[config.mk]
export PLATFORM = sky130hd
export DESIGN_NAME = branch_target_predictor
export DESIGN_NICKNAME = d
export VERILOG_FILES = /design/src/rtl/branch_target_predictor.sv
export SDC_FILE = /design/constraint.sdc
export NUM_CORES = 2
export LEC_CHECK = 0
export BUFFER_PORTS_ARGS = -buffer_cell sky130_fd_sc_hd__buf_2
export CAP_MARGIN = 15
export CORE_ASPECT_RATIO = 0.8
export CORE_MARGIN = 2
export CORE_UTILIZATION = 36
export CTS_BUF_LIST = sky130_fd_sc_hd__clkbuf_4
export CTS_CLUSTER_SIZE = 10
export DETAILED_ROUTE_END_ITERATION = 10
export HOLD_SLACK_MARGIN = 0.08
export PLACE_DENSITY_LB_ADDON = 0.05
export REMOVE_ABC_BUFFERS = 1
export SYNTH_ARGS = -nofsm -noshare
export SYNTH_HDL_FRONTEND = slang
export SYNTH_SLANG_ARGS = --single-unit
[constraint.sdc]
create_clock -name i_clk -period 5.3 [get_ports i_clk]
set_input_delay 0.53 -clock i_clk [delete_from_list [all_inputs] [get_ports i_clk]]
set_output_delay 0.53 -clock i_clk [all_outputs]
set_load 0.02 [all_outputs]
[src/rtl/branch_target_predictor.sv]
// Fetch-stage BTB predictor with execute-stage resolution and training.
// Lookup and resolve paths are combinational; table and statistics
// update on the rising clock edge.
module branch_target_predictor #(
  parameter int ENTRIES = 16,
  parameter int IDX_W   = $clog2(ENTRIES)
) (
  input  logic        i_clk,
  input  logic        i_rst_n,
  input  logic [31:0] i_pc_F,
  output logic        o_prediction,
  output logic [31:0] o_PCTargetF,
  input  logic        i_upd_en,
  input  logic [31:0] i_upd_pc,
  input  logic        i_upd_is_jump,
  input  logic        i_upd_taken,
  input  logic [31:0] i_upd_target,
  input  logic        i_upd_pred,
  input  logic [31:0] i_upd_pred_target,
  output logic        o_mispredict,
  output logic [31:0] o_redirect_pc,
  output logic        o_flush_D,
  output logic        o_flush_E,
  output logic [31:0] o_br_count,
  output logic [31:0] o_miss_count
);

  localparam int TAG_W = 30 - IDX_W;

  logic             r_valid  [ENTRIES];
  logic [TAG_W-1:0] r_tag    [ENTRIES];
  logic [31:0]      r_target [ENTRIES];
  logic [1:0]       r_cnt    [ENTRIES];
  logic             r_jmp    [ENTRIES];
  logic [31:0]      r_br_count;
  logic [31:0]      r_miss_count;

  logic [IDX_W-1:0] w_f_idx;
  logic [TAG_W-1:0] w_f_tag;
  logic [IDX_W-1:0] w_u_idx;
  logic [TAG_W-1:0] w_u_tag;
  logic             w_f_hit;
  logic             w_pred;
  logic             w_u_hit;
  logic             w_res_en;
  logic             w_mis;
  logic             w_unused;

  assign w_f_idx  = i_pc_F[IDX_W+1:2];
  assign w_f_tag  = i_pc_F[31:IDX_W+2];
  assign w_u_idx  = i_upd_pc[IDX_W+1:2];
  assign w_u_tag  = i_upd_pc[31:IDX_W+2];
  assign w_unused = ^i_pc_F[1:0];

  // Fetch lookup: hit and taken-prediction from the current table contents
  always_comb begin
    w_f_hit      = r_valid[w_f_idx] && (r_tag[w_f_idx] == w_f_tag);
    w_pred       = i_rst_n && w_f_hit && (r_jmp[w_f_idx] || r_cnt[w_f_idx][1]);
    o_prediction = w_pred;
    o_PCTargetF  = w_pred ? r_target[w_f_idx] : '0;
  end

  // Execute resolve: mispredict detection and redirect, forced to 0 when idle or in reset
  always_comb begin
    w_res_en      = i_upd_en && i_rst_n;
    w_mis         = w_res_en && ((i_upd_taken != i_upd_pred) ||
                                 (i_upd_taken && (i_upd_target != i_upd_pred_target)));
    o_mispredict  = w_mis;
    o_flush_D     = w_mis;
    o_flush_E     = w_mis;
    o_redirect_pc = w_res_en ? (i_upd_taken ? i_upd_target : i_upd_pc + 32'd4) : '0;
    w_u_hit       = r_valid[w_u_idx] && (r_tag[w_u_idx] == w_u_tag);
  end

  // Table training: counter update on hit, allocation on taken miss
  always_ff @(posedge i_clk or negedge i_rst_n) begin
    if (!i_rst_n) begin
      for (int unsigned i = 0; i < ENTRIES; i++) begin
        r_valid[i]  <= 1'b0;
        r_tag[i]    <= '0;
        r_target[i] <= '0;
        r_cnt[i]    <= '0;
        r_jmp[i]    <= 1'b0;
      end
    end else if (i_upd_en) begin
      if (w_u_hit) begin
        if (i_upd_is_jump) begin
          r_jmp[w_u_idx]    <= 1'b1;
          r_cnt[w_u_idx]    <= 2'd3;
          r_target[w_u_idx] <= i_upd_target;
        end else if (i_upd_taken) begin
          if (r_cnt[w_u_idx] != 2'd3) r_cnt[w_u_idx] <= r_cnt[w_u_idx] + 2'd1;
          r_target[w_u_idx] <= i_upd_target;
        end else begin
          if (r_cnt[w_u_idx] != 2'd0) r_cnt[w_u_idx] <= r_cnt[w_u_idx] - 2'd1;
        end
      end else if (i_upd_taken) begin
        r_valid[w_u_idx]  <= 1'b1;
        r_tag[w_u_idx]    <= w_u_tag;
        r_target[w_u_idx] <= i_upd_target;
        r_jmp[w_u_idx]    <= i_upd_is_jump;
        r_cnt[w_u_idx]    <= i_upd_is_jump ? 2'd3 : 2'd2;
      end
    end
  end

  // Saturating statistics counters for resolved branches and mispredicts
  always_ff @(posedge i_clk or negedge i_rst_n) begin
    if (!i_rst_n) begin
      r_br_count   <= '0;
      r_miss_count <= '0;
    end else begin
      if (i_upd_en && (r_br_count != '1)) r_br_count <= r_br_count + 32'd1;
      if (w_mis && (r_miss_count != '1))  r_miss_count <= r_miss_count + 32'd1;
    end
  end

  assign o_br_count   = r_br_count;
  assign o_miss_count = r_miss_count;

endmodule

# Word level (Yosys, flattened, before mapping)
# Index checks and enable logic that the tools add are counted.
[word_totals]
reg_bits = 1056
latch_bits = 0
ramBits = 0
rom_bits = 0
inputBits = 134
out_inout_bits = 132
word_cells = 177
mem_count = 0
[op_classes]
add_sub_neg = 5
mul = 0
div = 0
n_lt_le_gt_ge = 3
eq_ne = 9
n_shift = 0
mux = 54
bitwise_logic = 6
n_reduce_logical = 18
[op_table]
columns = ["cell", "count"]
rows = [
  ["$mux 512", 3],
  ["$bwmux 512", 1],
  ["$bwmux 416", 1],
  ["$mux 32", 12],
  ["$bmux 26 s4", 2],
  ["$mux 26", 5],
  ["$bmux 32 s4", 1],
  ["$demux 32 s4", 1],
  ["$demux 26 s4", 1],
  ["$bwmux 32", 3],
  ["$add 32x1->32 const B", 2],
  ["$ne 32x32->1 const B", 2],
  ["$eq 26x26->1", 2],
  ["$mux 16", 3],
  ["$add 32x3->32 const B", 1],
  ["$ne 32x32->1", 1],
  ["$or 16x16->16", 2],
  ["$or 32x32->32", 1],
  ["$bmux 2 s4", 2],
  ["$bwmux 16", 1],
  ["$bmux 1 s4", 3],
  ["$ge 5x5->1 const B", 2],
  ["$logic_and 1x1->1", 10],
  ["$mux 2", 5],
  ["other kinds (16)", 28],
]

# Depth between registers and ports, before layout
[depth]
word_depth = 10
ltp_mapped = 16

# Worst setup path before layout
# Ideal clock, no wire load.
[synth_path]
path_type = "input to output"
from = "input i_pc_F[2]"
to = "output o_PCTargetF[10]"
t_arrival_ns = 3.907
path_slack_ns = 0.863
path_stages = 10
n_path_buf = 4
path_cell_list = "clkbuf_1 > clkbuf_1 > buf_1 > mux4_2 > mux4_2 > xor2_1 > nor4_1 > nand4_1 > clkbuf_1 > nor2b_1"
[synth_via]
elab_chain_cells = 9
elab_cells_between_ends = 22
[synth_rtl]
columns = ["element", "line", "source"]
rows = [
  ["start: declaration", "10", "input logic [31:0] i_pc_F,"],
  ["$not 4->5 (not written as such) *", "57, 58, 60", ""],
  ["$bmux 26 s4", "57", "w_f_hit = r_valid[w_f_idx] && (r_tag[w_f_idx] == w_f_tag);"],
  ["$mux 26 (not written as such) (2 in series)", "57", ""],
  ["$eq 26x26->1", "57", ""],
  ["$logic_and 1x1->1", "57", ""],
  ["$logic_and 1x1->1 (2 in series)", "58", "w_pred = i_rst_n && w_f_hit && (r_jmp[w_f_idx] || r_cnt[w_f_idx][1]);"],
  ["$mux 32 *", "60", "o_PCTargetF = w_pred ? r_target[w_f_idx] : '0;"],
  ["end: declaration", "12", "output logic [31:0] o_PCTargetF,"],
]
# Every way passes the cells marked *; elsewhere a longest branch is shown, timed or not. The select of a mux whose other input is x is not followed.

# Worst setup path after layout
[layout_path]
from = "register r_tag[35] (netlist name)"
to = "output o_PCTargetF[28]"
[layout_via]
elab_chain_cells = 8
[layout_rtl]
columns = ["element", "line", "source"]
rows = [
  ["start: declaration", "31", "logic [TAG_W-1:0] r_tag [ENTRIES];"],
  ["start signal: indexed assignment", "99", "r_tag[w_u_idx] <= w_u_tag;"],
  ["$bmux 26 s4", "57", ""],
  ["$mux 26 (not written as such) (2 in series)", "57", ""],
  ["$eq 26x26->1", "57", ""],
  ["$logic_and 1x1->1", "57", ""],
  ["$logic_and 1x1->1 (2 in series)", "58", ""],
  ["$mux 32", "60", ""],
]
# Every way passes these cells. The select of a mux whose other input is x is not followed.

==> results_dict.tcl <==
set metrics [dict create \
    status "completed" \
    grt-ovfl-total 0 \
    grt_util_met3_pct 4.469 \
    dpl.hpwl_um 119900 \
    cp-end-kind "primary output" \
    place_inst 5802 \
    fill_cells 13742 \
    use_met2_pct 37.69 \
    critical-path-top-delay-family "multiplexers" \
    grt_pass1_wl_um 273400 \
    clockBufferDepth 4 \
    fin_skew_ps 95.21 \
    final_common_cell "dfrtp_1" \
    critPathLaunchType "flop" \
    ios 266 \
    coreArea_um2 149800 \
    multi_input_area_um2 26420 \
    die-area_um2 154000 \
    cts.sinks 1056 \
    grt_max_degree 161 \
    path_clk_slew_ps 70 \
    finalWorstSetupSlack_ps 177.3 \
    die_x_um 438.3 \
    die_height_um 351.5 \
    power_density_nw_per_um2 358.3 \
    post_drt_via_cell_ratio 5.590 \
    gp_congestion 0.8883 \
    worst-path-buf-inv 3 \
    drt-pass1-iter-count 5 \
    hold_viol 0 \
    io_buffers 263 \
    gr-max-usage-layer "met2" \
    cpPeakStageDelay_ps 540 \
    yosys_warnings 0 \
    vias 35759 \
    required_ps 4770 \
    cts_tree "done" \
    seqCellArea_um2 26430 \
    fin_cells 6397 \
    use_met1_pct 34.52 \
    cp_max_fo 8 \
    fin_crit_ps 5123 \
    row_count 127 \
    wl_um 187100 \
    h-tree-depth 5 \
    cp_slowest_cell "mux4_2" \
    path_cells "mux4_2, mux4_2, xor2_4, nor4_2, o2111ai_2, nor4_1, nand4_1, buf_6, clkbuf_16, nor2b_4, buf_6" \
    synth_cell_types 70 \
    drt_iter0_markers 2632 \
    synthesis.area_um2 54330 \
    peakVddDrop_v 0.0002049 \
    drc 0 \
    slew_viol_final 0 \
    hp-class "input port to flop" \
    layout.nets 4330 \
    layout-drive-gt1-share_pct 52.44 \
    setup_tns_ps 0 \
    grt_usage_pct 24.35 \
    ys_ff_latch 1056 \
    dp_slack_ps 69.19 \
    p_leak_nw 28.31 \
    cts_buffers 312 \
    clock_latency_ps 1310 \
    critPathKind "flop to primary output" \
    wl_per_cell_um 29.25 \
    finalSetupViolCount 0 \
    root_buffer "clkbuf_4" \
    grt_pass1_vias 38932 \
    fmax_mhz 195.2 \
    worstPathArrival_ps 4590 \
    postSynthAreaPerCell_um2 14.73 \
    holdWs_ps 281.7 \
    ant_nets 0 \
    slew_headroom_pct 29.00 \
    start_util_pct 36.25 \
    final_cell_mix "dfrtp_1 (1056), mux2_2 (828), clkbuf_4 (458)" \
    synth-seq-area-share_pct 48.64 \
    tightest_slew_ps 1065 \
    netlist_instances 3689 \
    synth_edf_count 0 \
    maxCapViolCount 0 \
    async_flop_share_pct 100.0 \
    fin_crit_sh_pct 96.66 \
    area_delta_synth_final_pct 17.69 \
    synth-main-ff-cell "dfrtp_1" \
    layout.core_utilization_pct 42.67 \
    grt_antenna_before_repair 5 \
]
[metrics by stage]
| step | power (mW) | area, um^2 |
|---|---|---|
| after floorplan | 13.42 | 52640 |
| after global placement | 15.12 | 59220 |
| after detailed placement | 15.38 | 59220 |
| after CTS | 23.22 | 63830 |
| after global routing | 24.19 | 63930 |
| final | 22.90 | 63930 |
[logic make-up after synthesis]
kind of cell / count (synthesis) / share of synthesized area [%]
xor+xnor: 174 / 2.805
fa+ha+maj: 8 / 0.1843
flops: 1056 / 48.64
compound gates: 213 / 2.736
simple gates: 403 / 4.116
buf+inv: 378 / 3.284
mux: 1457 / 38.23
[per-layer routing]
layer  wire [um]  vias up
met3        9466      335
met1       86140    19304
met5           0        -
met2       86090     1137
met4        5430        0
li1            -    14983
[synth_stat cells (12+ instances only)]
library cell | count | area share (%)
xnor2_1 | 84 | 1.4
nor4_1 | 14 | 0.16
or3_1 | 12 | 0.14
mux4_2 | 380 | 16
buf_2 | 73 | 0.67
nand4_1 | 30 | 0.35
mux2_2 | 828 | 17
inv_1 | 25 | 0.17
o21ai_0 | 44 | 0.41
buf_4 | 27 | 0.37
nor2b_1 | 40 | 0.46
nand3_1 | 34 | 0.31
xor2_1 | 90 | 1.5
mux2i_1 | 113 | 2.1
o211ai_1 | 12 | 0.17
a31oi_1 | 19 | 0.22
buf_6 | 23 | 0.48
mux2_4 | 60 | 1.7
and3_1 | 34 | 0.39
or2_2 | 18 | 0.21
clkbuf_1 | 180 | 1.2
buf_1 | 48 | 0.33
dfrtp_1 | 1056 | 49
nor2_1 | 65 | 0.45
mux2_1 | 76 | 1.6
a21oi_1 | 39 | 0.36
a22oi_1 | 23 | 0.32
nand2_1 | 85 | 0.59
nor3_1 | 16 | 0.15
[worst paths after layout]
path                               startpoint               to  slack, ps  cells after the start
worst max-delay path                r_tag[35]  o_PCTargetF[28]        180                     11
worst min-delay path             i_upd_pc[26]        r_tag[46]        280                      3
worst max register to register      r_tag[29]         r_cnt[5]        830                     12
worst min register to register  r_target[247]    r_target[247]        480                      1
max in group asynchronous             i_rst_n    r_target[322]       2830                      5
min in group asynchronous             i_rst_n       r_tag[394]        480                      4
[registers in the layout, summed over array words and instances (netlist names)]
register	count
o_br_count	32
o_miss_count	32
r_cnt	32
r_jmp	16
r_tag	416
r_target	512
r_valid	16
[layout make-up]
class | instances | share of cell area [%]
diodes | 10 | 0.03914
clock buffers | 458 | 5.378
clock inverters | 56 | 0.3738
inverters | 27 | 0.1585
multi-input cells | 2255 | 41.33
flip-flops and latches | 1056 | 41.33
well taps | 1999 | 3.912
repair buffers | 536 | 7.478
[power breakdown]
part           total, mW  internal, mW  switching, mW
Sequential          10.6          9.57           1.03
Combinational       4.73          2.70           2.03
Clock               7.58          3.96           3.62
[tightest hold or removal path, delay by kind of cell]
kind,cells,cell delay (ps)
multiplexers,1,200
buffers and inverters,2,770
[timing repair]
| item | in CTS | in global routing |
|---|---|---|
| setup endpoints to repair | 33 | 33 |
| gates resized for setup | 56 | 12 |
| buffers inserted | 1 | 2 |
| hold endpoints to repair | 1578 | 0 |
| hold buffers | 66 | 0 |
| pin swaps | 2 | 1 |
| cloned | 1 | 1 |
Note: power is estimated with default switching activity, not from simulation.
